--- config.mk ---
export PLATFORM = sky130hd
export DESIGN_NAME = keypad_encoder
export DESIGN_NICKNAME = d
export VERILOG_FILES = /design/src/rtl/keypad_pkg.sv /design/src/rtl/keypad_sync.sv /design/src/rtl/keypad_encoder.sv
export SDC_FILE = /design/constraint.sdc
export NUM_CORES = 1
export LEC_CHECK = 0
export CORE_UTILIZATION = 47
export CTS_BUF_LIST = sky130_fd_sc_hd__clkbuf_8
export DETAILED_ROUTE_END_ITERATION = 10
export PLACE_DENSITY = 0.68
export SLEW_MARGIN = 20
export SYNTH_ARGS = -nofsm -noshare
export SYNTH_HDL_FRONTEND = slang
export SYNTH_SLANG_ARGS = --single-unit
--- constraint.sdc ---
create_clock -name clk -period 5.15 [get_ports clk]
set_clock_uncertainty 0.2 [all_clocks]
set_input_delay 1.03 -clock clk [delete_from_list [all_inputs] [get_ports clk]]
set_output_delay 1.03 -clock clk [all_outputs]
set_load 0.02 [all_outputs]
--- src/rtl/keypad_pkg.sv ---
// Shared types and helpers for the keypad encoder: FSM state encoding and
// one-hot helpers for the 16 keypad lines.
package keypad_pkg;

    typedef enum logic [2:0] {
        IDLE      = 3'd0,
        DEB_PRESS = 3'd1,
        PRESENT   = 3'd2,
        WAIT_REL  = 3'd3,
        DEB_REL   = 3'd4
    } kp_state_t;

    // Index of the highest set bit; callers only pass exact one-hot patterns.
    function automatic logic [3:0] onehot16_to_code(input logic [15:0] v);
        logic [3:0] code;
        code = '0;
        for (int unsigned i = 0; i < 16; i++) begin
            if (v[i]) begin
                code = 4'(i);
            end
        end
        return code;
    endfunction

    function automatic logic is_onehot16(input logic [15:0] v);
        return (v != '0) && ((v & (v - 16'd1)) == '0);
    endfunction

endpackage

--- src/rtl/keypad_sync.sv ---
// Two-flop synchronizer for the 16 asynchronous keypad lines,
// synchronous active-high reset to zero.
module keypad_sync
    import keypad_pkg::*;
(
    input  logic        clk,
    input  logic        rst,
    input  logic [15:0] i_d,
    output logic [15:0] o_q
);

    logic [15:0] r_s1;
    logic [15:0] r_s2;

    always_ff @(posedge clk) begin
        if (rst) begin
            r_s1 <= '0;
            r_s2 <= '0;
        end else begin
            r_s1 <= i_d;
            r_s2 <= r_s1;
        end
    end

    assign o_q = r_s2;

endmodule

--- src/rtl/keypad_encoder.sv ---
// Debounced 16-line keypad to 4-bit code encoder with valid/ready handshake;
// one transfer per clean press, re-armed only after a debounced release.
module keypad_encoder
    import keypad_pkg::*;
#(
    parameter int unsigned DEBOUNCE_CYCLES = 16
) (
    input  logic        clk,
    input  logic        rst,
    input  logic [15:0] key_in,
    input  logic        key_ready,
    output logic [3:0]  key_code,
    output logic        key_valid,
    output logic        key_busy
);

    localparam int unsigned CW = (DEBOUNCE_CYCLES > 1) ? $clog2(DEBOUNCE_CYCLES) : 1;
    localparam logic [CW-1:0] CNT_LAST = CW'(DEBOUNCE_CYCLES - 1);

    logic [15:0] w_s2;
    logic        w_onehot;
    logic [3:0]  w_code;

    kp_state_t   r_state;
    logic [CW-1:0] r_cnt;
    logic [15:0] r_pattern;
    logic [3:0]  r_code;

    keypad_sync u_sync (
        .clk (clk),
        .rst (rst),
        .i_d (key_in),
        .o_q (w_s2)
    );

    assign w_onehot = is_onehot16(w_s2);
    assign w_code   = onehot16_to_code(w_s2);

    // Counter starts at 1 on entry because the entry sample already counts.
    always_ff @(posedge clk) begin
        if (rst) begin
            r_state   <= IDLE;
            r_cnt     <= '0;
            r_pattern <= '0;
            r_code    <= '0;
        end else begin
            unique case (r_state)
                IDLE: begin
                    if (w_onehot) begin
                        r_code    <= w_code;
                        r_pattern <= w_s2;
                        r_cnt     <= CW'(1);
                        r_state   <= DEB_PRESS;
                    end
                end
                DEB_PRESS: begin
                    if (w_s2 != r_pattern) begin
                        r_state <= IDLE;
                    end else if (r_cnt == CNT_LAST) begin
                        r_state <= PRESENT;
                    end else begin
                        r_cnt <= r_cnt + CW'(1);
                    end
                end
                PRESENT: begin
                    if (key_ready) begin
                        r_state <= WAIT_REL;
                    end
                end
                WAIT_REL: begin
                    if (w_s2 == '0) begin
                        r_cnt   <= CW'(1);
                        r_state <= DEB_REL;
                    end
                end
                DEB_REL: begin
                    if (w_s2 != '0) begin
                        r_state <= WAIT_REL;
                    end else if (r_cnt == CNT_LAST) begin
                        r_state <= IDLE;
                    end else begin
                        r_cnt <= r_cnt + CW'(1);
                    end
                end
                default: r_state <= IDLE;
            endcase
        end
    end

    assign key_valid = (r_state == PRESENT);
    assign key_busy  = (r_state != IDLE);
    assign key_code  = r_code;

endmodule

# Yosys cells after proc, flatten, opt, wreduce, memory -nomap -nowiden
# Cells that the tools add are included.
[totals]
reg_bits = 59
out_inout_bits = 6
word_cells = 61
[classes]
n_addsub = 2
eq_ne = 13
muxes = 29
n_bitwise = 1
reduce_logical = 10
[ops]
columns = ["cell", "n"]
rows = [
  ["two-way mux 4 bit", 19],
  ["zero test 16 bit", 2],
  ["two-way mux 3 bit", 7],
  ["bitwise AND 16 bit", 1],
  ["inequality test 16 bit", 1],
  ["one-hot mux 4 bit (4 select lines)", 1],
  ["nonzero test 16 bit", 1],
  ["subtractor 16 x 1 -> 16 bit (second input constant)", 1],
  ["one-hot mux 3 bit (5 select lines)", 1],
  ["inequality test 2 bit (second input constant)", 5],
  ["AND reduction 5 bit", 2],
  ["equality test 3 x 2 -> 1 bit (second input constant)", 2],
  ["inequality test 3 bit (second input constant)", 2],
  ["adder 4 x 1 -> 4 bit (second input constant)", 1],
  ["equality test 4 bit (second input constant)", 1],
  ["nonzero test 4 bit", 1],
  ["equality test 3 x 1 -> 1 bit (second input constant)", 1],
  ["equality test 3 bit (second input constant)", 1],
  ["zero test 3 bit", 1],
  ["nonzero test 3 bit", 1],
  ["AND reduction 2 bit", 1],
  ["logical AND 1 bit", 1],
  ["two-way mux 1 bit", 1],
]

# Logic depth before layout (Yosys ltp)
[logic_depth]
word_depth = 15
mapped_depth = 8
mapped_depth_nobuf = 7

# By module
# From an unflattened synthesis, not the netlist that was laid out.
[unflattened]
hier_cells = 289
area_unflattened_um2 = 2710.1
[modules_own_cells]
columns = ["mod", "n_inst", "cells_per_inst", "area_per_inst_um2", "seq_area_each_um2"]
rows = [
  ["keypad_encoder", 1, 222, 1846.8, 540.5],
  ["keypad_sync", 1, 67, 863.3, 640.6],
]

# Worst setup path before layout
# OpenSTA, ideal clock, no wires.
[synth_path]
path_kind = "flip-flop to flip-flop"
startpoint = "register u_sync.r_s2[2] (netlist: u_sync.o_q[2])"
endpoint = "register r_pattern[0]"
setup_ns = 0.128
arrival_time_ns = 2.237
setup_slack_ns = 2.585
stages_incl_launch_ff = 9
path_buffers = 2
period_less_slack_ns = 2.565
cell_sequence = "dfxtp_1 buf_6 or4_4 a2111oi_1 nor3_1 nor4_4 buf_6 mux2i_1 nor2_1"
[synth_via]
elab_chain_len = 5
[synth_rtl]
columns = ["item", "line", "text"]
rows = [
  ["from (decl)", "keypad_sync.sv:13", "logic [15:0] r_s2;"],
  ["from (signal assigned)", "keypad_sync.sv:21", "r_s2 <= r_s1;"],
  ["subtractor 16 x 1 -> 16 bit", "keypad_pkg.sv:26", "return (v != '0) && ((v & (v - 16'd1)) == '0);"],
  ["bitwise AND 16 bit", "keypad_pkg.sv:26", ""],
  ["zero test 16 bit", "keypad_pkg.sv:26", ""],
  ["logical AND 1 bit *", "keypad_pkg.sv:26", ""],
  ["AND reduction 2 bit (no line) *", "--", ""],
  ["to (signal assigned)", "keypad_encoder.sv:51", "r_pattern <= w_s2;"],
  ["to (decl)", "keypad_encoder.sv:26", "logic [15:0] r_pattern;"],
]
# Mark *: on every way between the ends. The rest lies on a longest branch, timed or not.
# A chain may end at the register's enable or synchronous reset.

# Worst setup path after layout
[layout_path]
startpoint = "register u_sync.r_s2[1] (netlist: u_sync.o_q[1])"
endpoint = "register r_code[1] (netlist: key_code[1])"
[layout_via]
elab_chain_len = 5
[layout_rtl]
columns = ["item", "line", "text"]
rows = [
  ["subtractor 16 x 1 -> 16 bit", "keypad_pkg.sv:26", ""],
  ["bitwise AND 16 bit", "keypad_pkg.sv:26", ""],
  ["zero test 16 bit", "keypad_pkg.sv:26", ""],
  ["logical AND 1 bit *", "keypad_pkg.sv:26", ""],
  ["AND reduction 2 bit (no line) *", "--", ""],
  ["to (signal assigned)", "keypad_encoder.sv:50", "r_code <= w_code;"],
  ["to (decl)", "keypad_encoder.sv:27", "logic [3:0] r_code;"],
]
# Marks and branches as above.

==> results.md <==
* Path type of the worst min-delay path: flop to flop
* Worst setup EP type: flop
* CP Cell Sequence: or4_4 -> a2111oi_0 -> nor3_1 -> nor4_4 -> buf_4 -> nor4b_1 -> nor3_1
* Wire per inst at 12.5 um
* Setup CP Type: flop to flop
* Yosys cell types at 48
* Slew margin rel. at 0.309
* Die Y at 76.6 um
* Most common cell after layout, fill and taps aside: dfxtp_1
* # DRC at 0
* Core ar. at around 0.0052 mm2
* GR peak layer: met2
* Net Sw Power at 333 uW
* Clock slew at reported path FFs at ~0.06 ns
* Std-Cell Rows at 26
* Fmax at approximately 320 MHz
* Dominant cell type by count on the critical path: nor3_1
* Post-cts resize count at 0
* Number of setup violations in the final report at 0
* Fin crit period at 3.17 ns
* Met1 usage in global routing at 0.205
* Global-route wire length before repair at roughly 8 mm
* Antenna Nets Post-Route at 0
* M2 GR Usage at 0.284
* Sw frac at 0.286
* Worst-case reg-to-reg path depth at 7
* Unrepaired setup endpoints after global routing: no
* Clock share of power at 0.332
* Post-layout util at 0.574
* Share of power burned in registers at 0.449
* H-tree depth at 3
* Register area share after synthesis at 0.452
* Initial antenna violation count at 0
* Worst Hold Path Cells at 1
* Placed cells at 350
* Syn Nets at approximately 300
* Layout fillers at around 460
* Worst slew pin tran at between 1 and 1.5 ns
* CTS buffer count at 9
* WP data required at 5.13 ns
* Initial DRT Pass Iterations at 4
* Layout cell share with drive strength beyond 1 at 0.0678
* Mapped Cells at 279
* Max Cap Viol at 0
* CTS tree: yes
* Max VDD drop at between 200 and 250 uV
* Max Slew Vio Count at 0
* Main synth FF type: dfxtp_1
* LEAKAGE at ~1.2 nW
* Die Wd at about 77 um
* CP max stage delay at 0.56 ns
* Largest net degree at the start of global routing at a little over 60
* DP Wirelength at about 3.1 mm
* Largest fanout on the critical path at 19
* Final nets at 311
* Diodes inserted at 0
* IO Count at 25
* Worst skew pair latency at 0.33 ns
* Vias in the first global route at around 1.8k
* Power per cell area at ~390 mW/mm2
* Die area at slightly below 0.006 mm2
* Final hold vios at 0
* Initial core utilization at 0.499
* TNS Setup at 0 ns
* GR Util All Layers at 0.178
* Crit-path slowest cell: or4_4
* Post-synth EDFFs at 0
* Syn avg cell area at about 9.4 um2
* Final wirelength at between 4 and 5 mm
* Outcome: finished, final reports clean
* CTS max path bufs at 2
* Routed vias/inst at 5.23
* Most frequent cells in the layout: 59 x dfxtp_1, 33 x nor2b_1, 31 x nor2_1
* Internal at 834 uW
* Postcts setup bufs at 0
* # hold bufs at CTS at 0
* Vias at around 1.9k
* FFs w/ async S/R, synth at 0
* Post-Layout Cell Count at 365
* Ys Warns at 0
* CP arrival at around 3.1 ns
* Gpl congestion at about 0.82
* Setup slack after layout at 1.98 ns
* Grt total ovfl at 0
* Root Driver: clkbuf_8
* Worst Setup Start Kind: flop
* GRT met3 Usage at 0.0587
* Initial DRC Count at approximately 110
* Pre-CTS WS at approximately 2 ns
* Multi-input logic area at about 0.0013 mm2
* Post-synthesis cell area at approximately 0.0026 mm2
* Post-synthesis register bit count at 59
* Fin crit share at 0.615
* Clk sink count at slightly below 60
* Synthesis-to-layout area growth at 15.0%
* Logic gate share of total power at 0.219
* Register area at ~0.0012 mm2
* Buffers added on ports at 24
[final cells by class]
class / instances / share of cell area
clock buffer: 9 / 0.0412
clock inverter: 6 / 0.0196
inverter: 4 / 0.00500
multi-input combinational: 192 / 0.431
sequential: 59 / 0.393
tap: 70 / 0.0291
timing repair buffer: 25 / 0.0808
[kinds of logic (layout without fill, tap and decap cells)]
kind of cell    count (synthesis)  in the layout  synth area share
xor+xnor                       16             16            0.0536
compound gates                 42             42             0.115
flops                          59             59             0.452
mux                            18             18            0.0694
buf+inv                        28             44            0.0522
fa+ha+maj                       3              3            0.0124
simple gates                  113            113             0.245
[metal layers]
| layer | part of all wire | routed length (um) |
|---|---|---|
| met1 | 0.47 | 2150 |
| met2 | 0.47 | 2130 |
| met3 | 0.039 | 176 |
| met4 | 0.024 | 108 |
| met5 | 0 | 0 |
[path summary, 6_finish.rpt]
path	from	to	slack [ns]
setup reg to reg	u_sync.o_q[1]	key_code[1]	1.98
setup / recovery	u_sync.o_q[1]	key_code[1]	1.98
hold / removal	u_sync.r_s1[10]	u_sync.o_q[10]	0.23
hold reg to reg	u_sync.r_s1[10]	u_sync.o_q[10]	0.23
[worst max-delay path: cells and delay by family (launching register included)]
kind / cells / cell delay [ns]
and+or+nand+nor: 5 / 1.64
buffers and inverters: 1 / 0.38
AOI/OAI and AO/OA: 1 / 0.42
DFF: 1 / 0.37
[cell usage after synthesis, types with 6 or more instances]
cell type   n  area share
a21oi_1    10       0.019
buf_2       7       0.013
clkbuf_1   14       0.020
dfxtp_1    59        0.45
mux2i_1    17       0.065
nand2b_1    6       0.014
nor2_1     31       0.045
nor2b_1    33       0.079
nor3_1      9       0.017
nor4_1      8       0.019
xor2_1     16       0.054
[per-stage QoR]
step / total power [mW] / cell area, um2 / hold slack [ns]
2_1_floorplan: 0.726 / 2610 / 0.214
3_3_place_gp: 0.786 / 2820 / 0.218
3_5_place_dp: 0.790 / 2820 / 0.223
4_1_cts: 1.18 / 3010 / 0.232
5_1_grt: 1.24 / 3010 / 0.251
6_report: 1.17 / 3010 / 0.234
[power by group through the flow]
stage	sequential, mW	combinational (mW)	clock [mW]
5_1_grt	0.530	0.282	0.424
4_1_cts	0.524	0.258	0.402
2_1_floorplan	0.528	0.197	0
3_5_place_dp	0.534	0.257	0
6_report	0.524	0.256	0.387
3_3_place_gp	0.532	0.254	0
[registers in the layout, indices dropped and copies added, names as in the netlist]
signal and flops:
key_code 4, r_cnt 4, r_pattern 16, r_state 3
u_sync.o_q 16, u_sync.r_s1 16
(Power assumes the default switching activity.)
